--- src/rtl/orv64_mem_bp_halt_ctrl_pkg.sv ---
// Shared types for the memory-breakpoint halt sequencer: virtual address type,
// FSM state encoding and default counter widths.
package orv64_mem_bp_halt_ctrl_pkg;

  localparam int ORV64_VADDR_W = 39;
  typedef logic [ORV64_VADDR_W-1:0] orv64_vaddr_t;

  localparam int HC_CNT_W = 16;
`ifdef ORV64_MEM_BP_SKIP_CNT_EN
  localparam int HC_SKIP_W = 8;
`endif

  typedef enum logic [1:0] {
    HC_IDLE   = 2'd0,
    HC_HALTED = 2'd1,
    HC_RESUME = 2'd2
  } orv64_mem_bp_hc_state_e;

endpackage

--- src/rtl/orv64_mem_bp_halt_ctrl_if.sv ---
// Bundle between the EX->DC breakpoint stage / debug unit and the halt sequencer.
// Skip-count signals exist only when ORV64_MEM_BP_SKIP_CNT_EN is defined.
interface orv64_mem_bp_halt_ctrl_if
  import orv64_mem_bp_halt_ctrl_pkg::*;
#(
  parameter int VADDR_W = $bits(orv64_vaddr_t),
  parameter int CNT_W   = HC_CNT_W
`ifdef ORV64_MEM_BP_SKIP_CNT_EN
  , parameter int SKIP_W = HC_SKIP_W
`endif
);

  logic               mem_bp_stall_in;
  logic [VADDR_W-1:0] ex_addr;
  logic               ex_we;
  logic               ex_flush;
  logic               dc_req_accept;
  logic               dbg_resume_req;
  logic               hit_cnt_clr;

  logic               debug_resume;
  logic               mem_bp_halt_req;
  logic               mem_bp_halted;
  logic [VADDR_W-1:0] hit_addr;
  logic               hit_is_store;
  logic [CNT_W-1:0]   hit_cnt;

`ifdef ORV64_MEM_BP_SKIP_CNT_EN
  logic [SKIP_W-1:0]  skip_cfg;
  logic               skip_cfg_we;
  logic [SKIP_W-1:0]  skip_rem;
`endif

  // Sequencer side.
  modport slave (
    input  mem_bp_stall_in, ex_addr, ex_we, ex_flush, dc_req_accept,
           dbg_resume_req, hit_cnt_clr,
    output debug_resume, mem_bp_halt_req, mem_bp_halted, hit_addr,
           hit_is_store, hit_cnt
`ifdef ORV64_MEM_BP_SKIP_CNT_EN
    , input skip_cfg, skip_cfg_we
    , output skip_rem
`endif
  );

  // Pipeline / debug-unit side.
  modport master (
    output mem_bp_stall_in, ex_addr, ex_we, ex_flush, dc_req_accept,
           dbg_resume_req, hit_cnt_clr,
    input  debug_resume, mem_bp_halt_req, mem_bp_halted, hit_addr,
           hit_is_store, hit_cnt
`ifdef ORV64_MEM_BP_SKIP_CNT_EN
    , output skip_cfg, skip_cfg_we
    , input skip_rem
`endif
  );

endinterface

--- src/rtl/orv64_mem_bp_halt_ctrl.sv ---
// Memory-breakpoint halt sequencer: capture hit, halt (1-cycle latency), hold debug_resume until dcache accepts.
// All outputs registered; ORV64_MEM_BP_SKIP_CNT_EN adds a skip counter that lets N hits pass without halting.
module orv64_mem_bp_halt_ctrl
  import orv64_mem_bp_halt_ctrl_pkg::*;
#(
  parameter int VADDR_W = $bits(orv64_vaddr_t),
  parameter int CNT_W   = HC_CNT_W
`ifdef ORV64_MEM_BP_SKIP_CNT_EN
  , parameter int SKIP_W = HC_SKIP_W
`endif
) (
  input  logic                     clk,
  input  logic                     rstn,
  orv64_mem_bp_halt_ctrl_if.slave  bp_if
);

  orv64_mem_bp_hc_state_e state_q;

  logic               debug_resume_q;
  logic               halt_req_q;
  logic               halted_q;
  logic [VADDR_W-1:0] hit_addr_q;
  logic               hit_is_store_q;
  logic [CNT_W-1:0]   hit_cnt_q;
  logic [CNT_W-1:0]   hit_cnt_d;

  logic hit_vld;
  logic idle_hit;
  logic skip_hit;

  // A flushed request never qualifies as a hit.
  assign hit_vld  = bp_if.mem_bp_stall_in & ~bp_if.ex_flush;
  assign idle_hit = (state_q == HC_IDLE) & hit_vld;

`ifdef ORV64_MEM_BP_SKIP_CNT_EN
  logic [SKIP_W-1:0] skip_rem_q;
  logic [SKIP_W-1:0] skip_rem_d;

  assign skip_hit = idle_hit & (skip_rem_q != '0);

  always_comb begin
    skip_rem_d = skip_rem_q;
    if (bp_if.skip_cfg_we) begin
      skip_rem_d = bp_if.skip_cfg;
    end else if (skip_hit) begin
      skip_rem_d = skip_rem_q - SKIP_W'(1);
    end
  end

  always_ff @(posedge clk or negedge rstn) begin
    if (!rstn) begin
      skip_rem_q <= '0;
    end else begin
      skip_rem_q <= skip_rem_d;
    end
  end

  assign bp_if.skip_rem = skip_rem_q;
`else
  assign skip_hit = 1'b0;
`endif

  always_ff @(posedge clk or negedge rstn) begin
    if (!rstn) begin
      state_q        <= HC_IDLE;
      debug_resume_q <= 1'b0;
      halt_req_q     <= 1'b0;
      halted_q       <= 1'b0;
      hit_addr_q     <= '0;
      hit_is_store_q <= 1'b0;
    end else begin
      case (state_q)
        HC_IDLE: begin
          // A resume pulse arriving here is dropped; the debug unit resamples halted.
          if (hit_vld) begin
            hit_addr_q     <= bp_if.ex_addr;
            hit_is_store_q <= bp_if.ex_we;
            if (skip_hit) begin
              state_q        <= HC_RESUME;
              debug_resume_q <= 1'b1;
            end else begin
              state_q    <= HC_HALTED;
              halt_req_q <= 1'b1;
              halted_q   <= 1'b1;
            end
          end
        end
        HC_HALTED: begin
          if (bp_if.dbg_resume_req) begin
            state_q        <= HC_RESUME;
            halt_req_q     <= 1'b0;
            halted_q       <= 1'b0;
            debug_resume_q <= 1'b1;
          end
        end
        HC_RESUME: begin
          if (bp_if.dc_req_accept | bp_if.ex_flush) begin
            state_q        <= HC_IDLE;
            debug_resume_q <= 1'b0;
          end
        end
        default: begin
          state_q        <= HC_IDLE;
          debug_resume_q <= 1'b0;
          halt_req_q     <= 1'b0;
          halted_q       <= 1'b0;
        end
      endcase
    end
  end

  // Saturating hit counter; clear wins over a same-cycle increment.
  always_comb begin
    hit_cnt_d = hit_cnt_q;
    if (bp_if.hit_cnt_clr) begin
      hit_cnt_d = '0;
    end else if (idle_hit && (hit_cnt_q != '1)) begin
      hit_cnt_d = hit_cnt_q + CNT_W'(1);
    end
  end

  always_ff @(posedge clk or negedge rstn) begin
    if (!rstn) begin
      hit_cnt_q <= '0;
    end else begin
      hit_cnt_q <= hit_cnt_d;
    end
  end

  assign bp_if.debug_resume    = debug_resume_q;
  assign bp_if.mem_bp_halt_req = halt_req_q;
  assign bp_if.mem_bp_halted   = halted_q;
  assign bp_if.hit_addr        = hit_addr_q;
  assign bp_if.hit_is_store    = hit_is_store_q;
  assign bp_if.hit_cnt         = hit_cnt_q;

  a_resume_halt_excl: assert property (@(posedge clk) disable iff (!rstn)
    !(debug_resume_q && halt_req_q));
  a_halt_req_eq_halted: assert property (@(posedge clk) disable iff (!rstn)
    halt_req_q == halted_q);

endmodule

--- src/flat_wrapper.sv ---
// flat-port wrapper written by rule: the top's interface ports become plain ports
module orv64_mem_bp_halt_ctrl_flat import orv64_mem_bp_halt_ctrl_pkg::*;
#(
  parameter int VADDR_W = $bits(orv64_vaddr_t),
  parameter int CNT_W   = HC_CNT_W

)
  (clk, rstn, bp_if_mem_bp_stall_in, bp_if_ex_addr, bp_if_ex_we, bp_if_ex_flush, bp_if_dc_req_accept, bp_if_dbg_resume_req, bp_if_hit_cnt_clr, bp_if_debug_resume, bp_if_mem_bp_halt_req, bp_if_mem_bp_halted, bp_if_hit_addr, bp_if_hit_is_store, bp_if_hit_cnt);
  orv64_mem_bp_halt_ctrl_if #(.VADDR_W(VADDR_W), .CNT_W(CNT_W)) bp_if_i ();
  input  logic clk;
  input  logic rstn;
  input wire logic [$bits(bp_if_i.mem_bp_stall_in)-1:0] bp_if_mem_bp_stall_in;
  input wire logic [$bits(bp_if_i.ex_addr)-1:0] bp_if_ex_addr;
  input wire logic [$bits(bp_if_i.ex_we)-1:0] bp_if_ex_we;
  input wire logic [$bits(bp_if_i.ex_flush)-1:0] bp_if_ex_flush;
  input wire logic [$bits(bp_if_i.dc_req_accept)-1:0] bp_if_dc_req_accept;
  input wire logic [$bits(bp_if_i.dbg_resume_req)-1:0] bp_if_dbg_resume_req;
  input wire logic [$bits(bp_if_i.hit_cnt_clr)-1:0] bp_if_hit_cnt_clr;
  output wire logic [$bits(bp_if_i.debug_resume)-1:0] bp_if_debug_resume;
  output wire logic [$bits(bp_if_i.mem_bp_halt_req)-1:0] bp_if_mem_bp_halt_req;
  output wire logic [$bits(bp_if_i.mem_bp_halted)-1:0] bp_if_mem_bp_halted;
  output wire logic [$bits(bp_if_i.hit_addr)-1:0] bp_if_hit_addr;
  output wire logic [$bits(bp_if_i.hit_is_store)-1:0] bp_if_hit_is_store;
  output wire logic [$bits(bp_if_i.hit_cnt)-1:0] bp_if_hit_cnt;
  assign bp_if_i.mem_bp_stall_in = bp_if_mem_bp_stall_in;
  assign bp_if_i.ex_addr = bp_if_ex_addr;
  assign bp_if_i.ex_we = bp_if_ex_we;
  assign bp_if_i.ex_flush = bp_if_ex_flush;
  assign bp_if_i.dc_req_accept = bp_if_dc_req_accept;
  assign bp_if_i.dbg_resume_req = bp_if_dbg_resume_req;
  assign bp_if_i.hit_cnt_clr = bp_if_hit_cnt_clr;
  assign bp_if_debug_resume = bp_if_i.debug_resume;
  assign bp_if_mem_bp_halt_req = bp_if_i.mem_bp_halt_req;
  assign bp_if_mem_bp_halted = bp_if_i.mem_bp_halted;
  assign bp_if_hit_addr = bp_if_i.hit_addr;
  assign bp_if_hit_is_store = bp_if_i.hit_is_store;
  assign bp_if_hit_cnt = bp_if_i.hit_cnt;
  orv64_mem_bp_halt_ctrl #(.VADDR_W(VADDR_W), .CNT_W(CNT_W)) u_core (.clk(clk), .rstn(rstn), .bp_if(bp_if_i));
endmodule
--- config.mk ---
export PLATFORM = sky130hd
export DESIGN_NAME = orv64_mem_bp_halt_ctrl_flat
export DESIGN_NICKNAME = d
export VERILOG_FILES = /design/src/rtl/orv64_mem_bp_halt_ctrl_pkg.sv /design/src/rtl/orv64_mem_bp_halt_ctrl_if.sv /design/src/rtl/orv64_mem_bp_halt_ctrl.sv /design/src/flat_wrapper.sv
export SDC_FILE = /design/constraint.sdc
export NUM_CORES = 1
export LEC_CHECK = 0
export ABC_AREA = 1
export ABC_CLOCK_PERIOD_IN_PS = 3130
export BUFFER_PORTS_ARGS = -buffer_cell sky130_fd_sc_hd__buf_4
export CORE_MARGIN = 2
export CORE_UTILIZATION = 52
export CTS_CLUSTER_DIAMETER = 30
export DETAILED_ROUTE_END_ITERATION = 8
export PLACE_DENSITY_LB_ADDON = 0.2
export SYNTH_ARGS = -nofsm -noshare
export SYNTH_HDL_FRONTEND = slang
export SYNTH_SLANG_ARGS = --single-unit
--- constraint.sdc ---
create_clock -name clk -period 3.13 [get_ports clk]
set_input_delay 0.1565 -clock clk [delete_from_list [all_inputs] [get_ports clk]]
set_output_delay 0.1565 -clock clk [all_outputs]
set_load 0.1 [all_outputs]
==> impl_metrics.env, run 1 <==
export IMPL_synth_compound_area_frac=0.0144
export IMPL_synth_edf_count=0
export IMPL_slowest_delay_ps=540
export IMPL_relSlewSlack=0.494
export IMPL_grt_max_degree=61
export IMPL_cpMaxStageDelayCell="inv_2"
export IMPL_wirelength_um=6620
export IMPL_final_core_util=0.740
export IMPL_rsz0062_at_grt="false"
export IMPL_dr_pass1_iters=4
export IMPL_crit_path_end_kind="flop"
export IMPL_yosysSeqAreaShare=0.542
export IMPL_ctsResizeCount=0
export IMPL_synth_mux_area_frac=0
export IMPL_cp_required_ps=3400
export IMPL_synth_largest_area_cell="dfrtp_1"
export IMPL_hold_depth=3
export IMPL_setup_tns_ps=0
export IMPL_wire_per_inst_um=12.5
export IMPL_fin_skew_ps=7.39
export IMPL_pwr_share_comb=0.547
export IMPL_yosysTopAreaCellShare=0.542
export IMPL_timing_rr_start="u_core.state_q[0]"
export IMPL_max_freq_mhz=555
export IMPL_dp_cells=511
export IMPL_yosysMostFrequentCell="nand2_1"
export IMPL_crit_top_cell="nand2_1"
export IMPL_die_h_um=77.0
export IMPL_netSwitchingFraction=0.559
export IMPL_reg2reg_depth=8
export IMPL_syn_inst=347
export IMPL_antenna_found_initial=0
export IMPL_drive_gt1_frac=0.301
export IMPL_grt_first_pass_wirelength_um=11200
export IMPL_hold_violations=0
export IMPL_drc=0
export IMPL_grt_overflow=0
export IMPL_hp_class="in2reg"
export IMPL_worstReg2RegEnd="u_core.bp_if.hit_cnt[7]"
export IMPL_worstHoldEndpoint="u_core.bp_if.hit_addr[26]"
export IMPL_netlist_top_cells_count="nand2_1, dfrtp_1, inv_1, nor2_1, nand3_1"
export IMPL_r2r_slack_ps=1330
export IMPL_critPathLaunchType="flop"
export IMPL_cp_cell_sequence="inv_2 -> nand2_1 -> nor2_4 -> inv_2 -> nor2_8 -> nor2_8 -> nand2_1 -> nand2_1"
export IMPL_synth_main_ff_cell="dfrtp_1"
export IMPL_cts_buffer_depth=2
export IMPL_syn_avg_cell_area_um2=7.99
export IMPL_grt_pass1_vias=2575
export IMPL_power_switching_mw=2.22
export IMPL_ioPinCount=106
export IMPL_critical_path_class="reg2reg"
export IMPL_power_share_clock=0.177
export IMPL_track_usage=0.236
export IMPL_cellPowerDensity_mw_per_mm2=1040
export IMPL_syn_nets=395
export IMPL_dr_total_vias=2593
export IMPL_setup_violations=0
export IMPL_cp_data_arrival_time_ps=2070
export IMPL_critical_path_top_delay_family="simple AND/OR/NAND/NOR gates"
export IMPL_clkTransAtPathRegs_ps=70
export IMPL_synthSimpleGateAreaFrac=0.379
export IMPL_drt_initial_drc_count=173
export IMPL_ir_drop_mv=0.819
export IMPL_syn2layout_area_growth_pct=37.3
export IMPL_hp_start="bp_if_ex_addr[26]"
export IMPL_die_w_um=77.0
export IMPL_synth_area_leaders="dfrtp_1, nand2_1, nand3_1"
export IMPL_layout_setup_ws_ps=1330
export IMPL_dp_slack_ps=1330
export IMPL_vias_per_cell=4.91
export IMPL_diodes=0
export IMPL_synth_cell_types=23
export IMPL_p_int_mw=1.75
export IMPL_period_share=0.576
export IMPL_outcome="completed"
export IMPL_cp_num_buf_inv=2
export IMPL_start_util=0.539
export IMPL_synth_top_family_by_area="simple AND/OR/NAND/NOR gates"
export IMPL_leakage_nw=2.16
export IMPL_fin_nets=501
export IMPL_dpl_hpwl_um=4600
export IMPL_post_synth_xor_area_fraction=0.00948
export IMPL_synthAdderAreaFrac=0.00451
export IMPL_syn_area_mm2=0.00277
export IMPL_layout_min_cycle_time_ps=1800
export IMPL_synthArstFlopShare=1.00
export IMPL_cts_tree="done"
export IMPL_gp_congestion=0.870
export IMPL_nFillCells=430
export IMPL_dieArea_mm2=0.00593
export IMPL_seqPwrFrac=0.276
export IMPL_final_cells=528
export IMPL_cts_setup_buffers=0
export IMPL_hold_buffers=1
export IMPL_root_buffer="clkbuf_8"
export IMPL_io_buffers=105
export IMPL_rows=26
export IMPL_synth_warnings=0
export IMPL_maxCapViolations=0
export IMPL_worst_path_max_fanout=44
export IMPL_ant_nets=0
export IMPL_cts_buffers=9
export IMPL_clock_sinks=60
export IMPL_synth_seq_cells=60
export IMPL_worst_pin_slew_ps=759
export IMPL_maxSlewViolCount=0
export IMPL_core_mm2=0.00514
export IMPL_cts_htree_levels=3
export IMPL_clock_latency_ps=330
==> worst max path at each step <==
| stage | startpoint | endpoint | slack, ps | cells after the start |
|---|---|---|---|---|
| 4_1_cts | u_core.state_q[0] | u_core.bp_if.hit_cnt[8] | 1310 | 8 |
| 6_report | u_core.state_q[0] | u_core.bp_if.hit_cnt[7] | 1330 | 8 |
| 3_3_place_gp | u_core.state_q[0] | u_core.bp_if.hit_cnt[7] | 1410 | 8 |
| 5_1_grt | u_core.state_q[0] | u_core.bp_if.hit_cnt[7] | 1160 | 8 |
| 2_1_floorplan | u_core.bp_if.hit_cnt[0] | u_core.bp_if.hit_cnt[12] | 840 | 10 |
| 3_5_place_dp | u_core.state_q[0] | u_core.bp_if.hit_cnt[8] | 1330 | 8 |
==> routing by layer <==
metal | global-route usage | vias up | wire, µm
met5 | 0 | - | 0
met4 | 0.104 | 0 | 121
met3 | 0.0565 | 11 | 385
met2 | 0.420 | 92 | 3430
met1 | 0.269 | 1208 | 2690
li1 | - | 1282 | -
==> cells by family (layout without fill, tap and decap cells) <==
logic type / count (synthesis) / count (layout)
xor gates and xnor gates: 3 / 3
adders and majority gates: 1 / 1
and+or+nand+nor: 242 / 242
buffers and inverters: 33 / 144
DFF: 60 / 60
AOI/OAI and AO/OA: 8 / 8
==> state kept, by name (all words and copies together) (netlist names) <==
register,count
u_core.bp_if.debug_resume,1
u_core.bp_if.hit_addr,39
u_core.bp_if.hit_cnt,16
u_core.bp_if.hit_is_store,1
u_core.bp_if.mem_bp_halt_req,1
u_core.state_q,2
==> tightest hold or removal path: cells and delay by family <==
| family | cells | cell delay, ps |
|---|---|---|
| buf+inv | 1 | 70 |
| simple gates | 2 | 90 |
==> layout by cell type (no fill, tap or decap), types with 2 or more instances in the layout <==
master / synthesis / layout
nor2_4: 3 / 3
nand2_1: 183 / 183
nand3_1: 17 / 17
nor2_1: 18 / 18
a21oi_1: 5 / 5
clkinv_2: 0 / 2
clkbuf_8: 0 / 10
clkinvlp_4: 0 / 2
buf_4: 1 / 106
nand2_2: 4 / 4
inv_2: 3 / 3
o21ai_0: 3 / 3
xor2_1: 3 / 3
dfrtp_1: 60 / 60
nand4_1: 10 / 10
inv_1: 18 / 18
nor2_8: 3 / 3
==> metrics by stage <==
step | cell area, µm² | hold slack [ps] | power, mW
4_1_cts | 3800 | 4.39 | 3.98
5_1_grt | 3800 | 10.6 | 4.11
3_3_place_gp | 3590 | 270 | 3.25
2_1_floorplan | 2770 | -139 | 2.80
3_5_place_dp | 3590 | 276 | 3.28
6_report | 3800 | 17.2 | 3.96
==> power by group through the flow <==
stage / clock (mW) / sequential [mW] / combinational, mW
2_1_floorplan: 0 / 2.52 / 0.280
3_3_place_gp: 0 / 1.10 / 2.15
3_5_place_dp: 0 / 1.10 / 2.18
4_1_cts: 0.710 / 1.10 / 2.18
5_1_grt: 0.745 / 1.12 / 2.24
6_report: 0.702 / 1.09 / 2.17
==> final cells by class <==
cell class / count / area [µm²] / share of cell area
clock buffers: 10 / 138 / 0.0362
clock inverters: 6 / 63.8 / 0.0168
inverters: 21 / 78.8 / 0.0207
multi-input cells: 254 / 1130 / 0.297
flip-flops and latches: 60 / 1500 / 0.395
well taps: 70 / 87.6 / 0.0230
repair buffers: 107 / 806 / 0.212
(Power assumes the default switching activity.)
==> run 2, diff against run 1 <==
--- a/config.mk
+++ b/config.mk
@@ -6,10 +6,10 @@
 export NUM_CORES = 1
 export LEC_CHECK = 0
 export ABC_AREA = 1
-export ABC_CLOCK_PERIOD_IN_PS = 3130
+export ABC_CLOCK_PERIOD_IN_PS = 1700
 export BUFFER_PORTS_ARGS = -buffer_cell sky130_fd_sc_hd__buf_4
 export CORE_MARGIN = 2
-export CORE_UTILIZATION = 52
+export CORE_UTILIZATION = 49
 export CTS_CLUSTER_DIAMETER = 30
 export DETAILED_ROUTE_END_ITERATION = 8
 export PLACE_DENSITY_LB_ADDON = 0.2
==> constraint.sdc (replaced) <==
create_clock -name clk -period 1.7 [get_ports clk]
set_input_delay 0.085 -clock clk [delete_from_list [all_inputs] [get_ports clk]]
set_output_delay 0.085 -clock clk [all_outputs]
set_load 0.1 [all_outputs]
==> impl_metrics.env, run 2 (synthesis gave the netlist of run 1 again) <==
export IMPL_clock_latency_ps=340
export IMPL_cp_data_arrival_time_ps=1850
export IMPL_cp_required_ps=1980
export IMPL_grt_overflow=0
export IMPL_rsz0062_at_grt="false"
export IMPL_layout_commonest_cell="nand2_1"
export IMPL_total_power_mw=7.48
export IMPL_hold_violations=0
export IMPL_ioPinCount=106
export IMPL_critPathLaunchType="flop"
export IMPL_outcome="completed"
export IMPL_fin_skew_ps=9.78
export IMPL_dpl_hpwl_um=4750
export IMPL_cellPowerDensity_mw_per_mm2=1740
export IMPL_dieArea_mm2=0.00627
export IMPL_use_met1=0.308
export IMPL_io_buffers=105
export IMPL_fin_nets=545
export IMPL_antenna_found_initial=0
export IMPL_worst_pin_slew_ps=422
export IMPL_root_buffer="clkbuf_8"
export IMPL_clkTransAtPathRegs_ps=70
export IMPL_die_h_um=79.2
export IMPL_drc=0
export IMPL_dp_cells=517
export IMPL_max_freq_mhz=636
export IMPL_period_share=0.925
export IMPL_top_usage_layer="met2"
export IMPL_drt_initial_drc_count=148
export IMPL_relSlewSlack=0.718
export IMPL_diodes=0
export IMPL_cts_buffers=9
export IMPL_cts_tree="done"
export IMPL_cts_htree_levels=3
export IMPL_drive_gt1_frac=0.319
export IMPL_reg2reg_depth=9
export IMPL_final_cells=574
export IMPL_crit_path_end_kind="flop"
export IMPL_dr_pass1_iters=4
export IMPL_hp_class="in2reg"
export IMPL_rows=27
export IMPL_maxCapViolations=0
export IMPL_start_util=0.506
export IMPL_maxSlewViolCount=0
export IMPL_use_met3=0.0557
export IMPL_clock_sinks=60
export IMPL_syn2layout_area_growth_pct=55.3
export IMPL_grt_pass1_vias=2701
export IMPL_ir_drop_mv=1.64
export IMPL_hold_depth=4
export IMPL_die_w_um=79.2
export IMPL_wirelength_um=7380
export IMPL_gp_congestion=0.847
export IMPL_wire_per_inst_um=12.9
export IMPL_leakage_nw=2.33
export IMPL_critical_path_class="reg2reg"
export IMPL_ant_nets=0
export IMPL_worst_path_max_fanout=16
export IMPL_r2r_slack_ps=130
export IMPL_largest_register_ff_count=39
export IMPL_layout_min_cycle_time_ps=1570
export IMPL_grt_use_met2=0.431
export IMPL_dr_total_vias=2719
export IMPL_layout_common_cells="nand2_1, buf_4, dfrtp_1, dlygate4sd3_1"
export IMPL_cts_buffer_depth=2
export IMPL_grt_first_pass_wirelength_um=12400
export IMPL_core_mm2=0.00547
export IMPL_vias_per_cell=4.74
export IMPL_setup_violations=0
export IMPL_grt_max_degree=32
export IMPL_track_usage=0.255
export IMPL_nFillCells=373
==> run 2: cell count changes in the layout (fill, tap and decap cells not counted), sizes merged <==
cell,delta
buf,+4
clkbuf,+1
clkinvlp,-1
dlygate4sd3,+40
==> run 2: area by class of cell <==
class,instances,area (µm²),area share
multi-input combinational,254,1140,0.266
timing repair buffer,151,1250,0.290
clock inverter,5,60.1,0.0139
inverter,21,78.8,0.0183
sequential,60,1530,0.356
tap,72,90.1,0.0209
clock buffer,11,151,0.0352
==> run 2: power breakdown <==
part / switching [mW] / leakage, nW / internal, mW
sequential: 0.234 / 0.743 / 1.80
combinational: 3.33 / 1.48 / 0.784
clock: 0.575 / 0.106 / 0.759
==> run 2: final timing paths <==
check,from,to
worst max register to register,u_core.bp_if.hit_cnt[1],u_core.bp_if.hit_cnt[8]
worst min register to register,u_core.bp_if.hit_addr[17],u_core.bp_if.hit_addr[17]
worst max-delay path,u_core.bp_if.hit_cnt[1],u_core.bp_if.hit_cnt[8]
min in group asynchronous,rstn,u_core.bp_if.hit_addr[2]
max in group asynchronous,rstn,u_core.bp_if.hit_cnt[10]
worst min-delay path,bp_if_dc_req_accept,u_core.state_q[1]
==> run 2: what timing repair did <==
action	4_1_cts	5_1_grt
resized for setup	0	0
setup endpoints to repair	0	0
buffers inserted	0	0
hold endpoints to repair	69	0
hold buffers	41	0
==> run 2: layer usage <==
layer / wire length (µm) / vias to the layer above
met5: 0 / -
met1: 2940 / 1237
met4: 219 / 0
li1: - / 1368
met2: 3790 / 96
met3: 429 / 18
==> run 2: stage by stage <==
stage / setup TNS [ps] / cell area, µm² / worst slack, ps / util / hold WS [ps]
after global routing: 0 / 4310 / 5.65 / 0.787 / 31.2
after floorplan: -496 / 2820 / -42.5 / - / -211
after CTS: 0 / 4310 / 112 / 0.787 / 1.40
after global placement: 0 / 3680 / 167 / 0.673 / 36.1
final: 0 / 4310 / 127 / 0.787 / 12.9
after detailed placement: 0 / 3680 / 127 / 0.673 / 37.5
==> run 2: critical path: stages, from the launching register on <==
cell	delay [ps]
dfrtp_4	440
ha_4	150
nand2_2	60
nor2_4	200
nand2_4	100
nor2_8	120
nor2_8	80
nor2_8	210
nand2_1	70
nand2_1	80
